<file path="config.mk">
export PLATFORM = sky130hd
export DESIGN_NAME = syn_vga_drvr_lb_ctrl
export DESIGN_NICKNAME = d
export VERILOG_FILES = /design/src/rtl/syn_vga_drvr_lb_ctrl.sv
export SDC_FILE = /design/constraint.sdc
export NUM_CORES = 1
export LEC_CHECK = 0
export BUFFER_PORTS_ARGS = -buffer_cell sky130_fd_sc_hd__buf_2
export CAP_MARGIN = 20
export CELL_PAD_IN_SITES_DETAIL_PLACEMENT = 1
export CELL_PAD_IN_SITES_GLOBAL_PLACEMENT = 2
export CORE_UTILIZATION = 30
export DETAILED_ROUTE_END_ITERATION = 8
export PLACE_DENSITY = 0.76
export RECOVER_POWER = 100
export SLEW_MARGIN = 10
export SYNTH_ARGS = -nofsm -noshare
export SYNTH_HDL_FRONTEND = slang
export SYNTH_SLANG_ARGS = --single-unit
</file>
<file path="constraint.sdc">
create_clock -name clk_ir -period 4.05 [get_ports clk_ir]
set_input_delay 0 -clock clk_ir [delete_from_list [all_inputs] [get_ports clk_ir]]
set_output_delay 0 -clock clk_ir [all_outputs]
set_load 0.01 [all_outputs]
</file>
<file path="src/rtl/syn_vga_drvr_lb_ctrl.sv">
// Purpose : local-bus control/status for the VGA driver: enable FSM, sticky
//           line-buffer error status, saturating error counters, error irq.
// Latency : register access acked one cycle after the strobe; vga_drvr_en_o
//           and err_irq_o follow the causing write or event by one cycle.
// Backpr. : none; every strobe is acked unconditionally, no stall path.
// Ports   : clk_ir/rst_ih clock and sync reset; lb_* local-bus strobes, address,
//           write data, acks and read data; bffr_* line-buffer level flags;
//           vga_drvr_en_o driver enable; err_irq_o unmasked sticky error OR.
module syn_vga_drvr_lb_ctrl #(
  parameter int LB_DATA_W = 32,
  parameter int LB_ADDR_W = 8,
  parameter int CNT_W     = 16
) (
  input  logic                 clk_ir,
  input  logic                 rst_ih,
  input  logic                 lb_wr_en_i,
  input  logic                 lb_rd_en_i,
  input  logic [LB_ADDR_W-1:0] lb_addr_i,
  input  logic [LB_DATA_W-1:0] lb_wr_data_i,
  output logic                 lb_wr_valid_o,
  output logic                 lb_rd_valid_o,
  output logic [LB_DATA_W-1:0] lb_rd_data_o,
  input  logic                 bffr_overflow_i,
  input  logic                 bffr_underflow_i,
  output logic                 vga_drvr_en_o,
  output logic                 err_irq_o
);

  typedef enum logic [1:0] {
    ST_DIS  = 2'd0,
    ST_RUN  = 2'd1,
    ST_HALT = 2'd2
  } state_t;

  state_t               r_state;
  logic                 r_drvr_en;
  logic [3:0]           r_ctrl;       // [0] en_req [1] auto_halt [2] mask_ovf [3] mask_unf
  logic                 r_ovf_st;
  logic                 r_unf_st;
  logic [CNT_W-1:0]     r_ovf_cnt;
  logic [CNT_W-1:0]     r_unf_cnt;
  logic                 r_ovf_prev;
  logic                 r_unf_prev;
  logic                 r_wr_vld;
  logic                 r_rd_vld;
  logic [LB_DATA_W-1:0] r_rd_data;
  logic                 r_irq;

  logic [2:0]           w_addr;
  logic                 w_wr_ctrl, w_wr_stat, w_wr_ovfc, w_wr_unfc;
  logic                 w_ovf_ev, w_unf_ev, w_any_ev;
  logic [3:0]           w_ctrl_nxt;
  logic                 w_ovf_st_nxt, w_unf_st_nxt;
  logic [CNT_W-1:0]     w_ovf_cnt_nxt, w_unf_cnt_nxt;
  logic [LB_DATA_W-1:0] w_rd_mux;
  logic                 w_unused_bits;

  // Only the low three address bits decode; upper address and data bits are don't-care.
  assign w_addr        = lb_addr_i[2:0];
  assign w_unused_bits = ^{lb_addr_i[LB_ADDR_W-1:3], lb_wr_data_i[LB_DATA_W-1:4]};

  assign w_wr_ctrl = lb_wr_en_i && (w_addr == 3'd0);
  assign w_wr_stat = lb_wr_en_i && (w_addr == 3'd1);
  assign w_wr_ovfc = lb_wr_en_i && (w_addr == 3'd2);
  assign w_wr_unfc = lb_wr_en_i && (w_addr == 3'd3);

  assign w_ovf_ev = bffr_overflow_i  & ~r_ovf_prev;
  assign w_unf_ev = bffr_underflow_i & ~r_unf_prev;
  assign w_any_ev = w_ovf_ev | w_unf_ev;

  assign w_ctrl_nxt = w_wr_ctrl ? lb_wr_data_i[3:0] : r_ctrl;

  // An event in the same cycle as a W1C write keeps the sticky bit set.
  assign w_ovf_st_nxt = w_ovf_ev | (r_ovf_st & ~(w_wr_stat & lb_wr_data_i[0]));
  assign w_unf_st_nxt = w_unf_ev | (r_unf_st & ~(w_wr_stat & lb_wr_data_i[1]));

  // Clear first, then count: an event coinciding with a clear-write lands at 1.
  always_comb begin
    w_ovf_cnt_nxt = r_ovf_cnt;
    if (w_wr_ovfc) w_ovf_cnt_nxt = '0;
    if (w_ovf_ev && (w_ovf_cnt_nxt != {CNT_W{1'b1}})) w_ovf_cnt_nxt = w_ovf_cnt_nxt + CNT_W'(1);
  end

  always_comb begin
    w_unf_cnt_nxt = r_unf_cnt;
    if (w_wr_unfc) w_unf_cnt_nxt = '0;
    if (w_unf_ev && (w_unf_cnt_nxt != {CNT_W{1'b1}})) w_unf_cnt_nxt = w_unf_cnt_nxt + CNT_W'(1);
  end

  // Read mux sees current (pre-write) register contents.
  always_comb begin
    w_rd_mux = '0;
    case (w_addr)
      3'd0:    w_rd_mux[3:0]       = r_ctrl;
      3'd1:    w_rd_mux[3:0]       = {r_state, r_unf_st, r_ovf_st};
      3'd2:    w_rd_mux[CNT_W-1:0] = r_ovf_cnt;
      3'd3:    w_rd_mux[CNT_W-1:0] = r_unf_cnt;
      default: w_rd_mux            = '0;
    endcase
  end

  always_ff @(posedge clk_ir) begin
    if (rst_ih) begin
      r_ctrl     <= '0;
      r_ovf_st   <= 1'b0;
      r_unf_st   <= 1'b0;
      r_ovf_cnt  <= '0;
      r_unf_cnt  <= '0;
      r_ovf_prev <= 1'b0;
      r_unf_prev <= 1'b0;
      r_wr_vld   <= 1'b0;
      r_rd_vld   <= 1'b0;
      r_rd_data  <= '0;
      r_irq      <= 1'b0;
    end else begin
      r_ctrl     <= w_ctrl_nxt;
      r_ovf_st   <= w_ovf_st_nxt;
      r_unf_st   <= w_unf_st_nxt;
      r_ovf_cnt  <= w_ovf_cnt_nxt;
      r_unf_cnt  <= w_unf_cnt_nxt;
      r_ovf_prev <= bffr_overflow_i;
      r_unf_prev <= bffr_underflow_i;
      r_wr_vld   <= lb_wr_en_i;
      r_rd_vld   <= lb_rd_en_i;
      r_rd_data  <= lb_rd_en_i ? w_rd_mux : '0;
      r_irq      <= (w_ovf_st_nxt & ~w_ctrl_nxt[2]) | (w_unf_st_nxt & ~w_ctrl_nxt[3]);
    end
  end

  // Driver FSM acts on the post-write CTRL value so the enable moves one
  // cycle after the CTRL write. HALT is left only by dropping en_req.
  always_ff @(posedge clk_ir) begin
    if (rst_ih) begin
      r_state   <= ST_DIS;
      r_drvr_en <= 1'b0;
    end else begin
      case (r_state)
        ST_DIS: begin
          if (w_ctrl_nxt[0]) begin
            r_state   <= ST_RUN;
            r_drvr_en <= 1'b1;
          end
        end
        ST_RUN: begin
          if (!w_ctrl_nxt[0]) begin
            r_state   <= ST_DIS;
            r_drvr_en <= 1'b0;
          end else if (w_ctrl_nxt[1] && w_any_ev) begin
            r_state   <= ST_HALT;
            r_drvr_en <= 1'b0;
          end
        end
        ST_HALT: begin
          r_drvr_en <= 1'b0;
          if (!w_ctrl_nxt[0]) r_state <= ST_DIS;
        end
        default: begin
          r_state   <= ST_DIS;
          r_drvr_en <= 1'b0;
        end
      endcase
    end
  end

  assign lb_wr_valid_o = r_wr_vld;
  assign lb_rd_valid_o = r_rd_vld;
  assign lb_rd_data_o  = r_rd_data;
  assign vga_drvr_en_o = r_drvr_en;
  assign err_irq_o     = r_irq;

endmodule

</file>
==> out/results.env <==
NUMBER_OF_GLOBAL_ROUTE_VIAS_BEFORE_REPAIR=2432
LEAKAGE_POWER_OF_THE_DESIGN_nW=1.13
SYNTH_LARGEST_AREA_CELL='sky130_fd_sc_hd__dfxtp_1'
MAXIMUM_NUMBER_OF_PINS_ON_ONE_NET_BEFORE_GLOBAL_ROUTE_REPAIR=27
YS_WARN_COUNT=0
CHIPHEIGHT_UM=100
CRITICAL_PATH.SLOWEST_CELL='sky130_fd_sc_hd__nor4_1'
H_TREE_LVLS=3
TNS_NS=0
MAXSLEWHEADROOM_PCT=17.0
FINALWORSTSETUPSLACK_NS=1.81
LAYOUT.CELLS.NON_FILLER=490
AREAGROWTHSYNTHTOFINISH_PCT=14.0
CAP_VIOL_MAX_COUNT=0
DR.FIRST_ITER.DRC_COUNT=59
CRITICAL_PATH.ENDPOINT_TYPE='flip-flop'
DIE_AREA_UM2=9990
DIE-WIDTH_UM=100
DETAIL_ROUTE.DRC_VIOLATIONS=0
FINAL.PERIOD_UTILIZATION_PCT=55.3
DETAILEDPLACE.WORSTSLACK_NS=2.14
NUMBER_OF_ANTENNA_VIOLATING_NETS_IN_THE_ROUTED_DESIGN=0
DRIVE_ABOVE_1_SHARE_PCT=8.31
CLOCK_BUFFER_DEPTH=2
UNIQUE_MASTERS_POST_SYNTH=56
DESIGN_POWER_TOTAL_W=0.00138
PORT_BUFFERS=32
PEAKVDDDROP_uV=215
GRT_BUSIEST_LAYER='met2'
RSZ0062_AT_GRT='no'
CLKSINKCOUNT=62
PLACEABLECOREAREA_UM2=9280
CLOCK_TREE.ROOT_CELL='sky130_fd_sc_hd__clkbuf_8'
CRITPATHKIND='reg -> reg'
SETUP_VIOLATIONS=0
FINAL-HOLD-VIOLATION-COUNT=0
NETS=402
OUTCOME='completed'
SLEW_VIOL_FINAL=0
SETUP.WORST_PATH.START_CLASS='flip-flop'
PATH_BUF_INV=0
FLOORPLAN.INITIALDENSITY_PCT=31.0
SYNTHFLOPTYPE='sky130_fd_sc_hd__dfxtp_1'
POST_SYNTH_MOST_FREQUENT_CELLS='62 x sky130_fd_sc_hd__dfxtp_1, 43 x sky130_fd_sc_hd__nor2_1, 22 x sky130_fd_sc_hd__nand2_1'
PATH_CELLS='nand3_1 -> nor4_1 -> nand2_1 -> a311oi_1 -> a41o_1'
NETLIST_TOP_CELLS_AREA='sky130_fd_sc_hd__dfxtp_1 43%, sky130_fd_sc_hd__nor2_1 5.6%, sky130_fd_sc_hd__buf_4 4.2%, sky130_fd_sc_hd__a21oi_1 3.1%, sky130_fd_sc_hd__a22oi_1 3.1%'
CP.ARRIVAL_NS=2.53
POWER.DENSITY_nW_PER_UM2=420
MAPPEDNETLISTAREA_UM2=2880
NUM-FILL-CELLS=1132
WORST_HOLD_PATH_TYPE='in -> reg'
TIMING.CRITICAL_PATH.REQUIRED_NS=4.34
GLOBAL_ROUTE.USAGE.MET1_PCT=19.0
WORST_SKEW_PAIR.LATE_LATENCY_NS=0.35
GRT_USE_TOTAL_PCT=15.9
POST-SYNTH-TOP-AREA-FRACTION_PCT=43.1
DESIGN.PORTCOUNT=82
GRT_FIRST_PASS_WIRELENGTH_MM=12.2
YS_SEQ_ELEMENTS=62
SYNTH_SEQ_AREA_SHARE_PCT=43.1
GRT.OVERFLOW.TOTAL=0
CRIT_FANOUT=8
DRT_FIRST_PASS_ITERS=4
TIMING.FINAL.CRIT_PERIOD_NS=2.24
CTS_TREE='yes'
WORST_SLEW_PIN_SLEW_NS=1.24
DP.CELLS=467
GLOBALROUTEMET2UTIL_PCT=27.2
DP_HPWL_MM=5.19
AVGSYNTHCELLAREA_UM2=8.91
MAX_CLOCK_FREQ_MHz=447
TIMING.CLOCK.SKEW_NS=0.00794
SYNTH_ASYNC_SR_FLOP_SHARE_PCT=0
CELL_ROW_COUNT=35
VIAS_PER_CELL=4.92
DETAILROUTE.VIA_COUNT=2412
COUNT_OF_FLIP_FLOPS_WITH_A_BUILT_IN_ENABLE_AFTER_SYNTHESIS=0
GLOBALPLACE.CONGESTION=0.755
FIN_WORST_HOLD_SLACK_NS=0.175
POSTSYNTHCELLCOUNT=323
CTS.REPORTEDPATHS.CLKPINSLEW_NS=0.07
NUMBER_OF_ANTENNA_VIOLATIONS_AT_THE_FIRST_CHECK_IN_GLOBAL_ROUTING=0
DIODE_INSERTION_COUNT_FOR_ANTENNA_REPAIR=0
WL_MM=7.29
GRT_UTIL_MET3_PCT=4.94
CELL_FAMILY_CONTRIBUTING_THE_MOST_DELAY_ON_THE_CRITICAL_PATH='simple AND/OR/NAND/NOR gates'
SYNTH.MOST_COMMON_CELL='sky130_fd_sc_hd__dfxtp_1'
WIRE_PER_INST_UM=14.9
NUMCTSBUFFERS=9
MAXIMUM_CELL_STAGE_DELAY_ALONG_THE_CRITICAL_PATH_NS=0.63
## stage by stage
stage / cell area (um2) / utilization, %
global placement: 3060 / 32.9
floorplan: 2940 / -
finish: 3280 / 35.4
global route: 3280 / 35.4
CTS: 3370 / 36.3
detailed placement: 3060 / 32.9
## layer usage
layer	up-vias	share of wire (%)
met3	7	3.7
met5	-	0
met1	1166	47
li1	1190	-
met2	49	48
met4	0	1.1
## worst paths after layout
path | startpoint | endpoint | slack, ns | cells after the start
worst min register to register | r_ovf_st | r_ovf_st | 0.49 | 2
worst max-delay path | r_ovf_cnt[8] | r_ovf_cnt[13] | 1.81 | 5
worst max register to register | r_ovf_cnt[8] | r_ovf_cnt[13] | 1.81 | 5
worst min-delay path | lb_addr_i[2] | lb_rd_data_o[0] | 0.17 | 3
## power by group
group	total (W)	internal, W	switching (W)
Sequential	0.000627	0.000619	0.00000748
Clock	0.000675	0.000410	0.000265
Combinational	0.0000751	0.0000265	0.0000486
## timing repair
item | in CTS | in global routing
resized for setup | 0 | 0
hold buffers | 7 | 0
hold endpoints to repair | 8 | 0
buffers inserted | 0 | 0
## state kept, by name, summed over array words and instances, names as in the netlist, 2 cells and up
name	count
r_ctrl	4
lb_rd_data_o	16
r_ovf_cnt	16
r_state	2
r_unf_cnt	16
## logic make-up (layout without fill, tap and decap cells)
kind of cell | count (synthesis) | after routing | synth area share [%]
compound gates | 59 | 59 | 14.3
xor+xnor | 13 | 13 | 3.95
buf+inv | 40 | 63 | 8.13
flops | 62 | 62 | 43.1
mux | 10 | 10 | 3.56
other cells | 1 | 16 | 0.130
simple gates | 138 | 138 | 26.9
## placed cells by master (no fill, tap or decap), drive strengths merged, types with 8 or more instances in the layout
cell type and count:
a211oi 8, a21oi 19, a22oi 12, buf 9, clkbuf 33, conb 16, dfxtp 62, mux2i 8
nand2 23, nand3 9, nor2 44, nor3 14, nor4 8, xnor2 9
## area by class of cell
| class | instances | area, um2 | share of cell area, % |
|---|---|---|---|
| sequential | 62 | 1240 | 37.8 |
| clock inverter | 7 | 123 | 3.74 |
| tap | 129 | 161 | 4.92 |
| timing repair buffer | 40 | 208 | 6.33 |
| multi-input combinational | 236 | 1400 | 42.6 |
| clock buffer | 9 | 124 | 3.77 |
| inverter | 7 | 26.3 | 0.801 |
## worst reg2reg max path: stages (launching register included)
cell	delay, ns
sky130_fd_sc_hd__dfxtp_1	0.47
sky130_fd_sc_hd__nand3_1	0.21
sky130_fd_sc_hd__nor4_1	0.63
sky130_fd_sc_hd__nand2_1	0.38
sky130_fd_sc_hd__a311oi_1	0.37
sky130_fd_sc_hd__a41o_1	0.13
Note: power is estimated with default switching activity, not from simulation.
